===== config.mk =====
export PLATFORM = sky130hd
export DESIGN_NAME = wb_arbiter_flat
export DESIGN_NICKNAME = d
export VERILOG_FILES = /design/src/rtl/wb_pkg.sv /design/src/rtl/wb_arbiter_if.sv /design/src/rtl/wb_fifo.sv /design/src/rtl/wb_arbiter.sv /design/src/flat_wrapper.sv
export SDC_FILE = /design/constraint.sdc
export NUM_CORES = 1
export LEC_CHECK = 0
export CAP_MARGIN = 20
export CORE_AREA = 2 2 279 171
export CTS_CLUSTER_SIZE = 14
export DETAILED_ROUTE_END_ITERATION = 6
export DIE_AREA = 0 0 281 173
export HOLD_SLACK_MARGIN = 0.15
export MAX_ROUTING_LAYER = met4
export PLACE_DENSITY = 0.5
export SLEW_MARGIN = 40
export SYNTH_ARGS = -nofsm -noshare
export SYNTH_HDL_FRONTEND = slang
export SYNTH_SLANG_ARGS = --single-unit

===== constraint.sdc =====
create_clock -name clk -period 3.3 [get_ports clk]
set_input_delay 0.99 -clock clk [delete_from_list [all_inputs] [get_ports clk]]
set_output_delay 0.99 -clock clk [all_outputs]
set_load 0.02 [all_outputs]

===== src/rtl/wb_pkg.sv =====
// Shared types and helpers for the write-back arbiter: write-port encodings,
// queue entry payload, arbitration source enum.
package wb_pkg;

  localparam int unsigned RD_W   = 5;
  localparam int unsigned DATA_W = 32;
  localparam int unsigned RW_W   = 2;
  localparam int unsigned CNT_W  = 32;

  localparam logic [RW_W-1:0] REGWRITE_NONE = 2'b00;
  localparam logic [RW_W-1:0] REGWRITE_INT  = 2'b01;
  localparam logic [RW_W-1:0] REGWRITE_FPU  = 2'b10;

  // x0 is hardwired in the integer file; f31 is reserved in the FPU file.
  localparam logic [RD_W-1:0] INT_DISCARD_RD = 5'd0;
  localparam logic [RD_W-1:0] FPU_DISCARD_RD = 5'd31;

  typedef struct packed {
    logic [RD_W-1:0]   rd;
    logic              fpu;
    logic [DATA_W-1:0] data;
  } wb_entry_t;

  typedef enum logic [1:0] {
    SRC_NONE = 2'd0,
    SRC_MEM  = 2'd1,
    SRC_ALU  = 2'd2,
    SRC_FPU  = 2'd3
  } wb_src_e;

  function automatic logic wb_is_discard(input wb_entry_t e);
    return e.fpu ? (e.rd == FPU_DISCARD_RD) : (e.rd == INT_DISCARD_RD);
  endfunction

  function automatic logic [CNT_W-1:0] wb_sat_inc(input logic [CNT_W-1:0] v, input logic en);
    return (en && (v != '1)) ? v + CNT_W'(1) : v;
  endfunction

endpackage


===== src/rtl/wb_arbiter_if.sv =====
// Producer handshakes (ALU, load, FPU) and the register-file write port.
interface wb_arbiter_if;
  import wb_pkg::*;

  logic              alu_valid;
  logic              alu_ready;
  logic [RD_W-1:0]   alu_rd;
  logic              alu_fpu;
  logic [DATA_W-1:0] alu_data;

  logic              mem_valid;
  logic              mem_ready;
  logic [RD_W-1:0]   mem_rd;
  logic              mem_fpu;
  logic [DATA_W-1:0] mem_data;

  logic              fpu_valid;
  logic              fpu_ready;
  logic [RD_W-1:0]   fpu_rd;
  logic              fpu_fpu;
  logic [DATA_W-1:0] fpu_data;

  logic [RD_W-1:0]   rd_wb;
  logic [DATA_W-1:0] write_data_register_wb;
  logic [RW_W-1:0]   regwrite_wb;

  modport master (
    output alu_valid, alu_rd, alu_fpu, alu_data,
    output mem_valid, mem_rd, mem_fpu, mem_data,
    output fpu_valid, fpu_rd, fpu_fpu, fpu_data,
    input  alu_ready, mem_ready, fpu_ready,
    input  rd_wb, write_data_register_wb, regwrite_wb
  );

  modport slave (
    input  alu_valid, alu_rd, alu_fpu, alu_data,
    input  mem_valid, mem_rd, mem_fpu, mem_data,
    input  fpu_valid, fpu_rd, fpu_fpu, fpu_data,
    output alu_ready, mem_ready, fpu_ready,
    output rd_wb, write_data_register_wb, regwrite_wb
  );

endinterface


===== src/rtl/wb_fifo.sv =====
// Write-back result queue: DEPTH entries (power of two), head is the oldest
// stored entry; pushes into a full queue and pops from an empty one are ignored.
module wb_fifo
  import wb_pkg::*;
#(
  parameter int unsigned DEPTH = 4
) (
  input  logic      clk,
  input  logic      rst,
  input  logic      push,
  input  wb_entry_t push_data,
  input  logic      pop,
  output logic      full,
  output logic      empty,
  output wb_entry_t head
);

  localparam int unsigned PTR_W = (DEPTH > 1) ? $clog2(DEPTH) : 1;
  localparam int unsigned CNT_W = $clog2(DEPTH + 1);

  wb_entry_t        mem_q [DEPTH];
  wb_entry_t        mem_d [DEPTH];
  logic [PTR_W-1:0] wr_ptr_q, wr_ptr_d;
  logic [PTR_W-1:0] rd_ptr_q, rd_ptr_d;
  logic [CNT_W-1:0] cnt_q, cnt_d;
  logic             full_q, full_d;
  logic             empty_q, empty_d;
  logic             do_push, do_pop;

  assign do_push = push && !full_q;
  assign do_pop  = pop && !empty_q;

  always_comb begin
    mem_d    = mem_q;
    wr_ptr_d = wr_ptr_q;
    rd_ptr_d = rd_ptr_q;
    if (do_push) begin
      mem_d[wr_ptr_q] = push_data;
      wr_ptr_d        = wr_ptr_q + PTR_W'(1);
    end
    if (do_pop) begin
      rd_ptr_d = rd_ptr_q + PTR_W'(1);
    end
    cnt_d   = cnt_q + CNT_W'(do_push) - CNT_W'(do_pop);
    full_d  = (cnt_d == CNT_W'(DEPTH));
    empty_d = (cnt_d == '0);
  end

  always_ff @(posedge clk) begin
    if (rst) begin
      wr_ptr_q <= '0;
      rd_ptr_q <= '0;
      cnt_q    <= '0;
      full_q   <= 1'b0;
      empty_q  <= 1'b1;
    end else begin
      wr_ptr_q <= wr_ptr_d;
      rd_ptr_q <= rd_ptr_d;
      cnt_q    <= cnt_d;
      full_q   <= full_d;
      empty_q  <= empty_d;
    end
  end

  // Storage needs no reset: occupancy is tracked by the pointers and count.
  always_ff @(posedge clk) begin
    mem_q <= mem_d;
  end

  assign full  = full_q;
  assign empty = empty_q;
  assign head  = mem_q[rd_ptr_q];

endmodule


===== src/rtl/wb_arbiter.sv =====
// Merges ALU, load and FPU results into the single register-file write port.
// Optional build macro WB_STALL_COUNT_EN adds per-source stall/full counters.
module wb_arbiter
  import wb_pkg::*;
#(
  parameter int unsigned FIFO_DEPTH = 4,
  parameter int unsigned MAX_WAIT   = 3
) (
  input  logic clk,
  input  logic rst,
  wb_arbiter_if.slave bus
`ifdef WB_STALL_COUNT_EN
  ,
  output logic [CNT_W-1:0] alu_stall_cnt,
  output logic [CNT_W-1:0] mem_full_cnt,
  output logic [CNT_W-1:0] fpu_full_cnt
`endif
);

  localparam int unsigned AGE_W = (MAX_WAIT < 1) ? 1 : $clog2(MAX_WAIT + 1);
  localparam logic [AGE_W-1:0] AGE_MAX = AGE_W'(MAX_WAIT);

  wb_entry_t         alu_entry, mem_entry, fpu_entry;
  wb_entry_t         mem_head, fpu_head, win_entry;
  logic              mem_full, mem_empty, fpu_full, fpu_empty;
  logic              mem_push, fpu_push, mem_pop, fpu_pop;
  logic              fpu_force;
  wb_src_e           src;
  logic [AGE_W-1:0]  age_q, age_d;
  logic [RD_W-1:0]   rd_wb_q, rd_wb_d;
  logic [DATA_W-1:0] data_wb_q, data_wb_d;
  logic [RW_W-1:0]   rw_wb_q, rw_wb_d;

  always_comb begin
    alu_entry = '{rd: bus.alu_rd, fpu: bus.alu_fpu, data: bus.alu_data};
    mem_entry = '{rd: bus.mem_rd, fpu: bus.mem_fpu, data: bus.mem_data};
    fpu_entry = '{rd: bus.fpu_rd, fpu: bus.fpu_fpu, data: bus.fpu_data};
  end

  // Readies come from registered queue state only, never from the source's own valid.
  assign fpu_force     = !fpu_empty && (age_q >= AGE_MAX);
  assign bus.mem_ready = !rst && !mem_full;
  assign bus.fpu_ready = !rst && !fpu_full;
  assign bus.alu_ready = !rst && !fpu_force && mem_empty;
  assign mem_push      = bus.mem_valid && bus.mem_ready;
  assign fpu_push      = bus.fpu_valid && bus.fpu_ready;

  wb_fifo #(.DEPTH(FIFO_DEPTH)) u_mem_fifo (
    .clk       (clk),
    .rst       (rst),
    .push      (mem_push),
    .push_data (mem_entry),
    .pop       (mem_pop),
    .full      (mem_full),
    .empty     (mem_empty),
    .head      (mem_head)
  );

  wb_fifo #(.DEPTH(FIFO_DEPTH)) u_fpu_fifo (
    .clk       (clk),
    .rst       (rst),
    .push      (fpu_push),
    .push_data (fpu_entry),
    .pop       (fpu_pop),
    .full      (fpu_full),
    .empty     (fpu_empty),
    .head      (fpu_head)
  );

  // Aged FPU head overrides the fixed MEM > ALU > FPU priority.
  always_comb begin
    src = SRC_NONE;
    if (!rst) begin
      if (fpu_force)          src = SRC_FPU;
      else if (!mem_empty)    src = SRC_MEM;
      else if (bus.alu_valid) src = SRC_ALU;
      else if (!fpu_empty)    src = SRC_FPU;
    end
    case (src)
      SRC_MEM: win_entry = mem_head;
      SRC_ALU: win_entry = alu_entry;
      SRC_FPU: win_entry = fpu_head;
      default: win_entry = '0;
    endcase
    mem_pop = (src == SRC_MEM);
    fpu_pop = (src == SRC_FPU);
  end

  always_comb begin
    rd_wb_d   = '0;
    data_wb_d = '0;
    rw_wb_d   = REGWRITE_NONE;
    age_d     = age_q;
    if ((src != SRC_NONE) && !wb_is_discard(win_entry)) begin
      rd_wb_d   = win_entry.rd;
      data_wb_d = win_entry.data;
      rw_wb_d   = win_entry.fpu ? REGWRITE_FPU : REGWRITE_INT;
    end
    if (fpu_empty || fpu_pop) begin
      age_d = '0;
    end else if (age_q < AGE_MAX) begin
      age_d = age_q + AGE_W'(1);
    end
  end

  always_ff @(posedge clk) begin
    if (rst) begin
      age_q     <= '0;
      rd_wb_q   <= '0;
      data_wb_q <= '0;
      rw_wb_q   <= REGWRITE_NONE;
    end else begin
      age_q     <= age_d;
      rd_wb_q   <= rd_wb_d;
      data_wb_q <= data_wb_d;
      rw_wb_q   <= rw_wb_d;
    end
  end

  assign bus.rd_wb                  = rd_wb_q;
  assign bus.write_data_register_wb = data_wb_q;
  assign bus.regwrite_wb            = rw_wb_q;

`ifdef WB_STALL_COUNT_EN
  logic [CNT_W-1:0] alu_stall_cnt_q, alu_stall_cnt_d;
  logic [CNT_W-1:0] mem_full_cnt_q, mem_full_cnt_d;
  logic [CNT_W-1:0] fpu_full_cnt_q, fpu_full_cnt_d;

  always_comb begin
    alu_stall_cnt_d = wb_sat_inc(alu_stall_cnt_q, bus.alu_valid && !bus.alu_ready);
    mem_full_cnt_d  = wb_sat_inc(mem_full_cnt_q, bus.mem_valid && !bus.mem_ready);
    fpu_full_cnt_d  = wb_sat_inc(fpu_full_cnt_q, bus.fpu_valid && !bus.fpu_ready);
  end

  always_ff @(posedge clk) begin
    if (rst) begin
      alu_stall_cnt_q <= '0;
      mem_full_cnt_q  <= '0;
      fpu_full_cnt_q  <= '0;
    end else begin
      alu_stall_cnt_q <= alu_stall_cnt_d;
      mem_full_cnt_q  <= mem_full_cnt_d;
      fpu_full_cnt_q  <= fpu_full_cnt_d;
    end
  end

  assign alu_stall_cnt = alu_stall_cnt_q;
  assign mem_full_cnt  = mem_full_cnt_q;
  assign fpu_full_cnt  = fpu_full_cnt_q;
`endif

endmodule

===== src/flat_wrapper.sv =====
// flat-port wrapper written by rule: the top's interface ports become plain ports
module wb_arbiter_flat import wb_pkg::*;
#(
  parameter int unsigned FIFO_DEPTH = 4,
  parameter int unsigned MAX_WAIT   = 3
)
  (clk, rst, bus_alu_valid, bus_alu_rd, bus_alu_fpu, bus_alu_data, bus_mem_valid, bus_mem_rd, bus_mem_fpu, bus_mem_data, bus_fpu_valid, bus_fpu_rd, bus_fpu_fpu, bus_fpu_data, bus_alu_ready, bus_mem_ready, bus_fpu_ready, bus_rd_wb, bus_write_data_register_wb, bus_regwrite_wb);
  wb_arbiter_if bus_i ();
  input  logic clk;
  input  logic rst;
  input wire logic [$bits(bus_i.alu_valid)-1:0] bus_alu_valid;
  input wire logic [$bits(bus_i.alu_rd)-1:0] bus_alu_rd;
  input wire logic [$bits(bus_i.alu_fpu)-1:0] bus_alu_fpu;
  input wire logic [$bits(bus_i.alu_data)-1:0] bus_alu_data;
  input wire logic [$bits(bus_i.mem_valid)-1:0] bus_mem_valid;
  input wire logic [$bits(bus_i.mem_rd)-1:0] bus_mem_rd;
  input wire logic [$bits(bus_i.mem_fpu)-1:0] bus_mem_fpu;
  input wire logic [$bits(bus_i.mem_data)-1:0] bus_mem_data;
  input wire logic [$bits(bus_i.fpu_valid)-1:0] bus_fpu_valid;
  input wire logic [$bits(bus_i.fpu_rd)-1:0] bus_fpu_rd;
  input wire logic [$bits(bus_i.fpu_fpu)-1:0] bus_fpu_fpu;
  input wire logic [$bits(bus_i.fpu_data)-1:0] bus_fpu_data;
  output wire logic [$bits(bus_i.alu_ready)-1:0] bus_alu_ready;
  output wire logic [$bits(bus_i.mem_ready)-1:0] bus_mem_ready;
  output wire logic [$bits(bus_i.fpu_ready)-1:0] bus_fpu_ready;
  output wire logic [$bits(bus_i.rd_wb)-1:0] bus_rd_wb;
  output wire logic [$bits(bus_i.write_data_register_wb)-1:0] bus_write_data_register_wb;
  output wire logic [$bits(bus_i.regwrite_wb)-1:0] bus_regwrite_wb;
  assign bus_i.alu_valid = bus_alu_valid;
  assign bus_i.alu_rd = bus_alu_rd;
  assign bus_i.alu_fpu = bus_alu_fpu;
  assign bus_i.alu_data = bus_alu_data;
  assign bus_i.mem_valid = bus_mem_valid;
  assign bus_i.mem_rd = bus_mem_rd;
  assign bus_i.mem_fpu = bus_mem_fpu;
  assign bus_i.mem_data = bus_mem_data;
  assign bus_i.fpu_valid = bus_fpu_valid;
  assign bus_i.fpu_rd = bus_fpu_rd;
  assign bus_i.fpu_fpu = bus_fpu_fpu;
  assign bus_i.fpu_data = bus_fpu_data;
  assign bus_alu_ready = bus_i.alu_ready;
  assign bus_mem_ready = bus_i.mem_ready;
  assign bus_fpu_ready = bus_i.fpu_ready;
  assign bus_rd_wb = bus_i.rd_wb;
  assign bus_write_data_register_wb = bus_i.write_data_register_wb;
  assign bus_regwrite_wb = bus_i.regwrite_wb;
  wb_arbiter #(.FIFO_DEPTH(FIFO_DEPTH), .MAX_WAIT(MAX_WAIT)) u_core (.clk(clk), .rst(rst), .bus(bus_i));
endmodule

==> results of run 1 <==
==> logic make-up (layout without fill, tap and decap cells) <==
kind of cell	count (synthesis)	count (layout)	share of synthesized area
flip-flops	363	363	0.754
XOR/XNOR	10	10	0.00640
adder cells (fa/ha/maj)	15	15	0.0148
other	0	1	0
buffers and inverters	56	292	0.0212
AO/OA/AOI/OAI	80	80	0.0424
multiplexers	76	76	0.125
AND/OR/NAND/NOR	92	92	0.0363
==> per-layer routing <==
metal | vias up | track usage | routed length, µm
li1 | 3220 | - | -
met2 | 169 | 0.231 | 16400
met3 | 43 | 0.0292 | 1610
met4 | 0 | 0.0276 | 479
met1 | 3752 | 0.207 | 16700
met5 | - | - | 0
==> how the worst max path moves through the flow <==
stage	start	to	slack, ns
after CTS	rst	bus_fpu_ready	0.13
after global placement	rst	u_core.bus.write_data_register_wb[24]	-0.20
after detailed placement	rst	u_core.u_fpu_fifo.full	-0.17
after global routing	rst	bus_fpu_ready	0.04
final	rst	bus_fpu_ready	0.12
after floorplan	rst	u_core.u_fpu_fifo.full	-0.09
==> Yosys cell counts (all sizes together), types with 2 or more instances <==
cell type    n  area (µm²)
a21oi       34         170
a221oi       5        56.3
a22o        32         280
and2         2        12.5
and3         9        56.3
buf         29         189
clkbuf      12        45.0
dfxtp       59        1180
edfxtp     304        9130
fa           2        40.0
ha          13         163
inv         15        56.3
mux4        76        1710
nand2       12        47.6
nor2        17        63.8
nor2b        6        37.5
nor3        36         196
nor4b        5        43.8
o31ai        4        30.0
xnor2        6        52.6
xor2         4        35.0
==> power by group <==
part	switching (µW)	internal [µW]
Sequential	157	5290
Combinational	1070	978
Clock	1720	2520
Total	2950	8790
==> per-stage QoR <==
step / TNS [ns] / hold WS [ns] / area [µm²]
finish: 0 / 0.417 / 17600
floorplan: -0.279 / 0.396 / 13700
global route: 0 / 0.443 / 17600
CTS: 0 / 0.423 / 17600
global placement: -7.13 / 0.413 / 16400
detailed placement: -5.87 / 0.414 / 16400
==> area by class of cell <==
cell class,count,area (µm²),area share
diodes,1,2.50,0.000142
inverters,15,56.3,0.00320
multi-input cells,273,3110,0.177
repair buffers,209,2090,0.119
flip-flops and latches,363,10300,0.586
clock inverters,15,156,0.00888
well taps,630,788,0.0448
clock buffers,53,1080,0.0613
==> state kept, by name, indices dropped and copies added (netlist names) <==
signal,flops
u_core.u_fpu_fifo.mem_q,152
u_core.u_mem_fifo.mem_q,152
u_core.bus.write_data_register_wb,32
u_core.bus.rd_wb,5
u_core.u_fpu_fifo.cnt_q,3
u_core.u_mem_fifo.cnt_q,3
u_core.age_q,2
u_core.bus.regwrite_wb,2
u_core.u_fpu_fifo.rd_ptr_q,2
u_core.u_fpu_fifo.wr_ptr_q,2
u_core.u_mem_fifo.rd_ptr_q,2
u_core.u_mem_fifo.wr_ptr_q,2
u_core.u_fpu_fifo.empty,1
u_core.u_fpu_fifo.full,1
u_core.u_mem_fifo.empty,1
u_core.u_mem_fifo.full,1
==> worst max-delay path, cell delays in order <==
cell             delay, ns
clkdlybuf4s50_1       0.39
buf_4                 0.18
nor2_1                0.24
dlygate4sd2_1         0.38
==> timing repair <==
item / in CTS / in global routing
hold buffers: 0 / 0
resized for setup: 3 / 0
setup endpoints to repair: 3 / 0
setup buffers: 0 / 0
==> results.yml, run 1 <==
outcome:
  status: "completed"
global_routing:
  antenna_found_initial: 2
  grt_start_max_net_pins: 39
  overflow: 0
  grt_pass1_vias: 7700
  grt.total_usage: 0.150
  grt_pass1_wl_um: 51800
clocking:
  cts_tree: "built"
  clk_pin_slew_ns: 0.06
  cts_made_buffers: 37
  htree_levels: 2
  cts_root_buffer: "clkbuf_16"
  worstSkewPairLatency_ns: 0.53
  clock-sinks: 363
  cts_buffer_depth: 3
worst_setup_path:
  path_max_fanout: 12
  reg2reg_to: "u_core.bus.write_data_register_wb[20]"
  cp-end-kind: "primary output"
  start_kind: "primary input"
  cp.arrival_ns: 2.19
  regToRegStartpoint: "u_core.age_q[0]"
  critical_path_required_ns: 2.31
  path_class: "primary input to primary output"
  reg2reg_depth: 8
  regToRegSetupSlack_ns: 0.46
timing:
  relSlewSlack: 0.578
  setup_viol: 0
  slew_violations: 0
  rsz0062_at_grt: "no"
  max_slew.worst_pin.slew_ns: 0.633
  skew_ns: 0.00812
  hold_viol: 0
  post-route-period-util: 0.962
  fin_ws_ns: 0.124
  max_freq_mhz: 315
  period_minus_slack_ns: 3.18
pwr:
  leakage_uw: 0.00571
  finalPower_uw: 11700
  p_per_area_nw_per_um2: 667
  ir_drop_v: 0.000272
finish:
  layoutNonFillerInstCount: 1559
  final_common_cell: "edfxtp_1"
  final_util: 0.384
  num-fill-cells: 4186
  final_cell_mix: "304 x edfxtp_1, 157 x clkdlybuf4s50_1, 76 x mux4_2"
  syn_to_final_growth_pct: 28.7
  fin_nets: 1033
  drive_gt1_frac: 0.221
placed_design:
  dp_slack_ns: -0.168
  port_buffers: 160
  hpwl_um: 22200
  gp_congestion: 0.733
  dp.cells: 1490
detailed_routing:
  wl_per_cell_um: 22.5
  ant_nets: 0
  drcViolationCount: 0
  first_pass_iters: 5
  via_count: 7184
  via_per_inst: 4.61
  wl_um: 35100
  drtIter0Drc: 558
floorplan:
  fp.dieW_um: 281
  start_util: 0.298
  core-area_um2: 45900
  io_pins: 161
  rows: 61
  dieArea_um2: 48600
  die_h_um: 173
synthesis:
  synth-edff-count: 304
  ys.flop_type: "edfxtp_1"
  ys_warn_count: 0
  yosysSeqAreaShare: 0.754
  synth_cell_type_count: 38
  synth_area_um2: 13700
  ys_async_sr_fraction: 0
  synth_nets: 826
  synth-seq-cells: 363
  avgSynthCellArea_um2: 19.8
  syn_inst: 692
job:
  cap_violations: 0
hold_path:
  min_path_type: "register to register"
  hold_depth: 1
  min_to: "u_core.age_q[0]"
  hp-start: "u_core.age_q[0]"
(Power assumes the default switching activity.)
==> run 2, diff against run 1 <==
--- a/config.mk
+++ b/config.mk
@@ -13,7 +13,7 @@
 export HOLD_SLACK_MARGIN = 0.15
 export MAX_ROUTING_LAYER = met4
 export PLACE_DENSITY = 0.5
-export SLEW_MARGIN = 40
+export SLEW_MARGIN = 25
 export SYNTH_ARGS = -nofsm -noshare
 export SYNTH_HDL_FRONTEND = slang
 export SYNTH_SLANG_ARGS = --single-unit
==> results of run 2 <==
The final DEF is identical to that of run 1; final timing and power are the same.
